<file path="config.mk">
export PLATFORM = sky130hd
export DESIGN_NAME = axi4_burst_addr_gen
export DESIGN_NICKNAME = d
export VERILOG_FILES = /design/src/rtl/axi4_burst_addr_gen_pkg.sv /design/src/rtl/axi4_burst_addr_gen_next_addr.sv /design/src/rtl/axi4_burst_addr_gen.sv
export SDC_FILE = /design/constraint.sdc
export NUM_CORES = 1
export LEC_CHECK = 0
export CORE_ASPECT_RATIO = 1.2
export CORE_MARGIN = 2
export CORE_UTILIZATION = 40
export DETAILED_ROUTE_END_ITERATION = 10
export GPL_TIMING_DRIVEN = 1
export PLACE_DENSITY_LB_ADDON = 0.08
export REMOVE_ABC_BUFFERS = 1
export SLEW_MARGIN = 20
export SYNTH_ARGS = -nofsm -noshare
export SYNTH_HDL_FRONTEND = slang
export SYNTH_HIERARCHICAL = 1
export SYNTH_SLANG_ARGS = --single-unit
</file>
<file path="constraint.sdc">
create_clock -name ACLK -period 10.9 [get_ports ACLK]
set_clock_uncertainty 0.1 [all_clocks]
set_input_delay 1.635 -clock ACLK [delete_from_list [all_inputs] [get_ports ACLK]]
set_output_delay 1.635 -clock ACLK [all_outputs]
set_load 0.01 [all_outputs]
</file>
<file path="src/rtl/axi4_burst_addr_gen_pkg.sv">
// Shared AXI4 address-channel types and constants for the burst address generator.
//   axi_burst_t      : AxBURST encoding (FIXED/INCR/WRAP/RSVD)
//   axi_size_t       : AxSIZE encoding (bytes per beat = 1 << size)
//   axi_resp_t       : xRESP encoding
//   addr_gen_state_e : generator FSM states
package axi4_burst_addr_gen_pkg;

    typedef enum logic [1:0] {
        AXI_BURST_FIXED = 2'b00,
        AXI_BURST_INCR  = 2'b01,
        AXI_BURST_WRAP  = 2'b10,
        AXI_BURST_RSVD  = 2'b11
    } axi_burst_t;

    typedef enum logic [2:0] {
        AXI_SIZE_1B   = 3'd0,
        AXI_SIZE_2B   = 3'd1,
        AXI_SIZE_4B   = 3'd2,
        AXI_SIZE_8B   = 3'd3,
        AXI_SIZE_16B  = 3'd4,
        AXI_SIZE_32B  = 3'd5,
        AXI_SIZE_64B  = 3'd6,
        AXI_SIZE_128B = 3'd7
    } axi_size_t;

    typedef enum logic [1:0] {
        AXI_RESP_OKAY   = 2'b00,
        AXI_RESP_EXOKAY = 2'b01,
        AXI_RESP_SLVERR = 2'b10,
        AXI_RESP_DECERR = 2'b11
    } axi_resp_t;

    localparam int unsigned AXI_4KB_BOUNDARY = 4096;

    typedef enum logic [0:0] {
        AG_IDLE  = 1'b0,
        AG_BURST = 1'b1
    } addr_gen_state_e;

endpackage

</file>
<file path="src/rtl/axi4_burst_addr_gen_next_addr.sv">
// Combinational next-beat address calculator (module axi4_next_addr).
//   cur_addr_i   : address of the beat being accepted
//   start_addr_i : burst start address
//   size_i       : AxSIZE
//   len_i        : AxLEN (beats minus one)
//   burst_i      : AxBURST; RSVD addresses like FIXED
//   next_addr_o  : address of the following beat (modulo 2^ADDR_WIDTH)
module axi4_next_addr
    import axi4_burst_addr_gen_pkg::*;
#(
    parameter int unsigned ADDR_WIDTH = 16
) (
    input  logic [ADDR_WIDTH-1:0] cur_addr_i,
    input  logic [ADDR_WIDTH-1:0] start_addr_i,
    input  logic [2:0]            size_i,
    input  logic [7:0]            len_i,
    input  logic [1:0]            burst_i,
    output logic [ADDR_WIDTH-1:0] next_addr_o
);

    logic [ADDR_WIDTH-1:0] bytes;
    logic [ADDR_WIDTH-1:0] total;
    logic [ADDR_WIDTH-1:0] lower;
    logic [ADDR_WIDTH-1:0] step;

    always_comb begin
        bytes       = ADDR_WIDTH'(1) << size_i;
        total       = bytes * (ADDR_WIDTH'(len_i) + ADDR_WIDTH'(1));
        lower       = start_addr_i & ~(total - ADDR_WIDTH'(1));
        step        = cur_addr_i + bytes;
        next_addr_o = start_addr_i;
        case (burst_i)
            // Aligning the current address makes an unaligned first beat land on the
            // next size boundary; later beats are already aligned.
            AXI_BURST_INCR: next_addr_o = (cur_addr_i & ~(bytes - ADDR_WIDTH'(1))) + bytes;
            AXI_BURST_WRAP: next_addr_o = (step == lower + total) ? lower : step;
            default:        next_addr_o = start_addr_i;
        endcase
    end

endmodule

</file>
<file path="src/rtl/axi4_burst_addr_gen.sv">
// AXI4 burst address generator: takes one burst descriptor per handshake and
// produces a per-beat stream of byte address, word index, beat number, last flag
// and response under valid/ready flow control.
//   ACLK, ARESETn                  : clock, async active-low reset
//   req_valid/req_ready            : descriptor handshake
//   req_addr/len/size/burst        : AxADDR/AxLEN/AxSIZE/AxBURST
//   beat_valid/beat_ready          : beat handshake
//   beat_addr/index/num/last/resp  : per-beat outputs, stable while stalled
//   busy                           : burst in progress
module axi4_burst_addr_gen
    import axi4_burst_addr_gen_pkg::*;
#(
    parameter int unsigned ADDR_WIDTH = 16,
    parameter int unsigned DATA_WIDTH = 32,
    parameter int unsigned MEM_DEPTH  = 1024
) (
    input  logic                         ACLK,
    input  logic                         ARESETn,
    input  logic                         req_valid,
    output logic                         req_ready,
    input  logic [ADDR_WIDTH-1:0]        req_addr,
    input  logic [7:0]                   req_len,
    input  logic [2:0]                   req_size,
    input  logic [1:0]                   req_burst,
    output logic                         beat_valid,
    input  logic                         beat_ready,
    output logic [ADDR_WIDTH-1:0]        beat_addr,
    output logic [$clog2(MEM_DEPTH)-1:0] beat_index,
    output logic [7:0]                   beat_num,
    output logic                         beat_last,
    output logic [1:0]                   beat_resp,
    output logic                         busy
);

    localparam int unsigned OffW     = $clog2(DATA_WIDTH / 8);
    localparam int unsigned IdxW     = $clog2(MEM_DEPTH);
    localparam int unsigned MaxSize  = OffW;
    localparam int unsigned MemBytes = MEM_DEPTH * (DATA_WIDTH / 8);

    addr_gen_state_e       state_q, state_d;
    logic [ADDR_WIDTH-1:0] addr_q, addr_d;
    logic [ADDR_WIDTH-1:0] start_q, start_d;
    logic [7:0]            len_q, len_d;
    logic [2:0]            size_q, size_d;
    logic [1:0]            burst_q, burst_d;
    logic [7:0]            num_q, num_d;
    logic                  slverr_q, slverr_d;

    logic [ADDR_WIDTH-1:0] next_addr;
    logic [31:0]           req_bytes;
    logic [31:0]           req_total;
    logic [ADDR_WIDTH-1:0] req_align_mask;
    logic                  req_err;
    logic                  decerr;

    axi4_next_addr #(
        .ADDR_WIDTH(ADDR_WIDTH)
    ) u_next_addr (
        .cur_addr_i  (addr_q),
        .start_addr_i(start_q),
        .size_i      (size_q),
        .len_i       (len_q),
        .burst_i     (burst_q),
        .next_addr_o (next_addr)
    );

    // Burst-level error, evaluated on the incoming descriptor and latched at accept.
    always_comb begin
        req_bytes      = 32'd1 << req_size;
        req_total      = req_bytes * (32'(req_len) + 32'd1);
        req_align_mask = ADDR_WIDTH'(req_bytes - 32'd1);
        req_err        = 1'b0;
        if (32'(req_size) > MaxSize) req_err = 1'b1;
        if (req_burst == AXI_BURST_RSVD) req_err = 1'b1;
        if (req_burst == AXI_BURST_WRAP) begin
            if (!(req_len inside {8'd1, 8'd3, 8'd7, 8'd15})) req_err = 1'b1;
            if (|(req_addr & req_align_mask)) req_err = 1'b1;
        end
        if (req_burst == AXI_BURST_INCR) begin
            if ((32'(req_addr[11:0]) + req_total) > AXI_4KB_BOUNDARY) req_err = 1'b1;
        end
    end

    always_comb begin
        state_d  = state_q;
        addr_d   = addr_q;
        start_d  = start_q;
        len_d    = len_q;
        size_d   = size_q;
        burst_d  = burst_q;
        num_d    = num_q;
        slverr_d = slverr_q;
        case (state_q)
            AG_IDLE: begin
                if (req_valid) begin
                    state_d  = AG_BURST;
                    addr_d   = req_addr;
                    start_d  = req_addr;
                    len_d    = req_len;
                    size_d   = req_size;
                    burst_d  = req_burst;
                    num_d    = 8'd0;
                    slverr_d = req_err;
                end
            end
            AG_BURST: begin
                if (beat_ready) begin
                    if (num_q == len_q) begin
                        state_d = AG_IDLE;
                    end else begin
                        num_d  = num_q + 8'd1;
                        addr_d = next_addr;
                    end
                end
            end
            default: state_d = AG_IDLE;
        endcase
    end

    always_ff @(posedge ACLK or negedge ARESETn) begin
        if (!ARESETn) begin
            state_q  <= AG_IDLE;
            addr_q   <= '0;
            start_q  <= '0;
            len_q    <= '0;
            size_q   <= '0;
            burst_q  <= '0;
            num_q    <= '0;
            slverr_q <= 1'b0;
        end else begin
            state_q  <= state_d;
            addr_q   <= addr_d;
            start_q  <= start_d;
            len_q    <= len_d;
            size_q   <= size_d;
            burst_q  <= burst_d;
            num_q    <= num_d;
            slverr_q <= slverr_d;
        end
    end

    assign decerr = (32'(addr_q) >= MemBytes);

    always_comb begin
        req_ready  = (state_q == AG_IDLE);
        beat_valid = (state_q == AG_BURST);
        busy       = (state_q == AG_BURST);
        beat_addr  = addr_q;
        beat_index = addr_q[OffW +: IdxW];
        beat_num   = num_q;
        beat_last  = beat_valid && (num_q == len_q);
        beat_resp  = AXI_RESP_OKAY;
        if (beat_valid) begin
            if (slverr_q) beat_resp = AXI_RESP_SLVERR;
            else if (decerr) beat_resp = AXI_RESP_DECERR;
        end
    end

endmodule

</file>
==> results.txt <==
The run finished with clean final reports. The post-synthesis instance area came out at ~11000 sq um. The maximum cell stage delay along the critical path is between 0.6 and 0.7 ns. 0 antenna diodes ended up in the layout. The maximum vdd ir drop is 126 uV. The wire length on met3 came out at between 900 and 1000 um. The routed via count divided by cell count came out at ~5.5.

Entering global routing, the biggest net connects 56 pins. STA classifies the critical path startpoint as a flip-flop. The weighted congestion reported at the end of routability-driven placement is about 0.9. The detailed router placed between 9000 and 10000 vias in this run. The per-instance average area after synthesis came out at roughly 7.8 sq um. The highest metal layer carrying signal wires in the routed design is met4. Relative to the synthesized area, the layout overhead comes to 9.79%. The multiplexer area fraction after synthesis is 0.0198.

In this run the static leakage power is around 5.7 nW. During placement, the flow inserted port buffers numbering 72. Measured against its own limit, the worst slew margin works out to 0.306.

The net load switching power is around 1.9 mW. The library cell with the largest summed area after synthesis is sky130_fd_sc_hd__fa_1. The data required time of the critical path came out at about 11 ns. The final count of pins violating max slew is 0. The measured slew at the worst slew-check pin is 1.04 ns. The starting utilization of the core area came out at 0.408. The maximum fanout count along the critical path is 23. The share of total power dissipated in the clock network is 0.051. The post-CTS setup-driven buffer insertion count is 0. Setup repair after global routing left no endpoint under its margin. The number of distinct library cell variants in the gate-level netlist after synthesis came out at 80.

The die is around 190 um tall. The placement-stage cell area came out at 12000 sq um. The cell area after layout came out at between 10000 and 15000 sq um.

The number of violations of the max-capacitance limit came out at 0. During synthesis, Yosys emitted a total of 6 warnings. By area the synthesized netlist is led by sky130_fd_sc_hd__fa_1, sky130_fd_sc_hd__ha_1, sky130_fd_sc_hd__dfrtp_1.

The cell sitting at the root of the clock tree is a sky130_fd_sc_hd__clkbuf_16. The number of CTS-inserted buffers came out at 5. The post-placement worst setup slack is 1.38 ns.

The final cell count without fillers is between 1500 and 2000. For this block, the routed nets add up to 33700 um of wire. In the finished design, the share of the clock period the worst path needs comes to 0.886.

In this design, the largest share of critical-path delay is due to adder cells. The number of gates resized after CTS came out at 0. The clock latency of the later-clocked register in the worst-skew pair is about 0.31 ns. The maximum clock frequency came out at 104 MHz. The synthesis-stage register bit count is 55. The worst hold slack after final layout is approximately 0.42 ns. The final hold violation count is 0. In the synthesized netlist the dominant register cell turns out to be sky130_fd_sc_hd__dfrtp_1.

After global routing the overflow that remains totals 0. The post-layout worst setup margin came out at approximately 1.2 ns. The total buffers and inverters traversed by the critical path is 2. The setup violation total in the final timing report is 0.

The internal portion of the total power is 1.44 mW. The total design power came out at 3.30 mW. The overall track demand over capacity in global routing is 0.239. The wire-length estimate of the detail-placed layout is approximately 28000 um. Yosys mapped a number of flops with a built-in enable equal to 0. The net count of the finished layout is about 1700. The count of pins on the block boundary is 73. The post-route setup TNS is 0 ns. The number of antenna violations at the first check in global routing is 0. The register area share after synthesis is 0.124.

The first-pass iteration count of the detailed router is 5. The floorplan step defined a die boundary enclosing between 20000 and 30000 sq um. The path class of the tightest hold or removal check is flip-flop to flip-flop.

The async set-or-reset flop fraction in the synthesized netlist came out at 1.00. Once layout is complete, the utilization of the core stands at 0.447. The worst setup slack for register-to-register paths came out at 1.25 ns. The post-synthesis share of cell area spent on full adders, half adders and majority gates is 0.301. The time the final worst path needs with I/O delays and setup came out at 9.65 ns. The proportion of power drawn by flip-flops and latches came out at 0.144.

The number of global-route vias before repair is slightly below 10000. In the synthesized netlist, the number of instances is around 1400. The dominant combinational cell family by area after synthesis is adder cells.

By startpoint and endpoint, the worst setup path is classified as flip-flop to flip-flop. Of the cells placed in the final design, the portion with a size suffix greater than 1 is 0.0381. The clock tree synthesis step divided the H-tree into 2 levels. The switching power share of the total came out at 0.564. After floorplanning, the core was sized to cover around 27000 sq um. TritonCTS built the clock tree. For this design, the slowest cell found on the critical path is sky130_fd_sc_hd__dfrtp_1. The cell area power density is roughly 270 nW/um^2.

The worst setup path is captured at a flip-flop. After detailed placement, the design holds a cell count of around 1800. The routed length on met2 is 16700 um. The met1 wire length is between 10000 and 15000 um. The global-route wire length before repair is about 55000 um. The first routing iteration left about 600 violations. The simple-gate area share of the yosys netlist is 0.235.

The number of sinks driven by the clock tree came out at 55. By count the netlist is led by sky130_fd_sc_hd__nand2_1, sky130_fd_sc_hd__inv_1, sky130_fd_sc_hd__nor2_1, sky130_fd_sc_hd__ha_1, sky130_fd_sc_hd__fa_1. The fraction of power consumed by combinational cells is 0.805. The most common cell in the synthesized netlist is sky130_fd_sc_hd__nand2_1. After clock tree synthesis, the clock-pin slew on the worst setup and hold paths is ~0.08 ns. Of the total synthesized cell area, the portion taken by XOR and XNOR cells is 0.0924. The remaining number of nets flagged by the antenna check after routing came out at 0. The routed length per instance is roughly 19 um.

The worst path arrival time came out at between 9 and 10 ns. The share of the synthesized area in compound gates (AO/OA/AOI/OAI) came to 0.149. The maximum clock insertion buffer count is 2. The count of unresolved DRC violations after routing is 0. The count of hold buffers inserted by post-cts repair is 0. The site row count is 66.

In this run the horizontal extent of the chip is roughly 160 um. The area fraction of the dominant cell type after synthesis came out at 0.171.
-- path summary, 6_finish.rpt --
check | start | endpoint | cells past startpoint
worst min-delay path | burst_q[0] | burst_q[0] | 2
worst max-delay path | len_q[0] | beat_addr[1] | 31
max in group asynchronous | ARESETn | beat_addr[8] | 2
min in group asynchronous | ARESETn | beat_num[5] | 2
worst min register to register | burst_q[0] | burst_q[0] | 2
worst max register to register | len_q[0] | beat_addr[1] | 31
-- cell families (layout without fill, tap and decap cells) --
logic type,count (synthesis),in the layout
DFF,55,55
muxes,22,22
and+or+nand+nor,556,556
buffers and inverters,216,241
AOI/OAI and AO/OA,244,244
xor gates and xnor gates,114,114
adders and majority gates,210,210
-- power groups by stage --
stage          registers [mW]  clock network [mW]  logic, mW
6_report                0.475               0.170       2.66
5_1_grt                 0.494               0.182       2.95
4_1_cts                 0.474               0.176       2.65
3_5_place_dp            0.479                   0       2.63
3_3_place_gp            0.477                   0       2.64
2_1_floorplan           0.431                   0       1.90
-- area by class of cell --
class                           instances  area, sq um
Fill cell                            2832        15100
Clock inverter                          3         27.5
Timing Repair Buffer                   81          783
Inverter                              152          573
Tap cell                              340          425
Multi-Input combinational cell       1146         8880
Clock buffer                            5          125
Sequential cell                        55         1380
-- flip-flops by register name (all words and copies together), names as in the netlist --
register / count
beat_addr: 16
start_q: 16
beat_num: 8
len_q: 8
size_q: 3
burst_q: 2
beat_valid: 1
slverr_q: 1
-- layout by cell type (no fill, tap or decap), drive strengths merged, types with 38 or more instances in the layout --
| cell | instances |
|---|---|
| o21ai | 70 |
| fa | 95 |
| xor2 | 43 |
| nand2 | 200 |
| dfrtp | 55 |
| nand3 | 41 |
| clkdlybuf4s50 | 71 |
| ha | 115 |
| xnor2 | 69 |
| inv | 151 |
| a21oi | 38 |
| nor2 | 145 |
-- per-layer routing --
layer / vias up / global-route usage
met1: 4729 / 0.306
met2: 208 / 0.420
met3: 48 / 0.0137
met4: 0 / 0.0921
met5: - / 0
li1: 4804 / -
-- worst reg2reg max path, delay by kind of cell (launching register included) --
| family | cells | cell delay, ns |
|---|---|---|
| adder cells (fa/ha/maj) | 7 | 3.18 |
| multiplexers | 1 | 0.14 |
| AND/OR/NAND/NOR | 10 | 2.01 |
| flip-flops | 1 | 0.67 |
| AO/OA/AOI/OAI | 7 | 1.83 |
| buffers and inverters | 2 | 0.27 |
| XOR/XNOR | 4 | 1.38 |
Note: power is estimated with default switching activity, not from simulation.
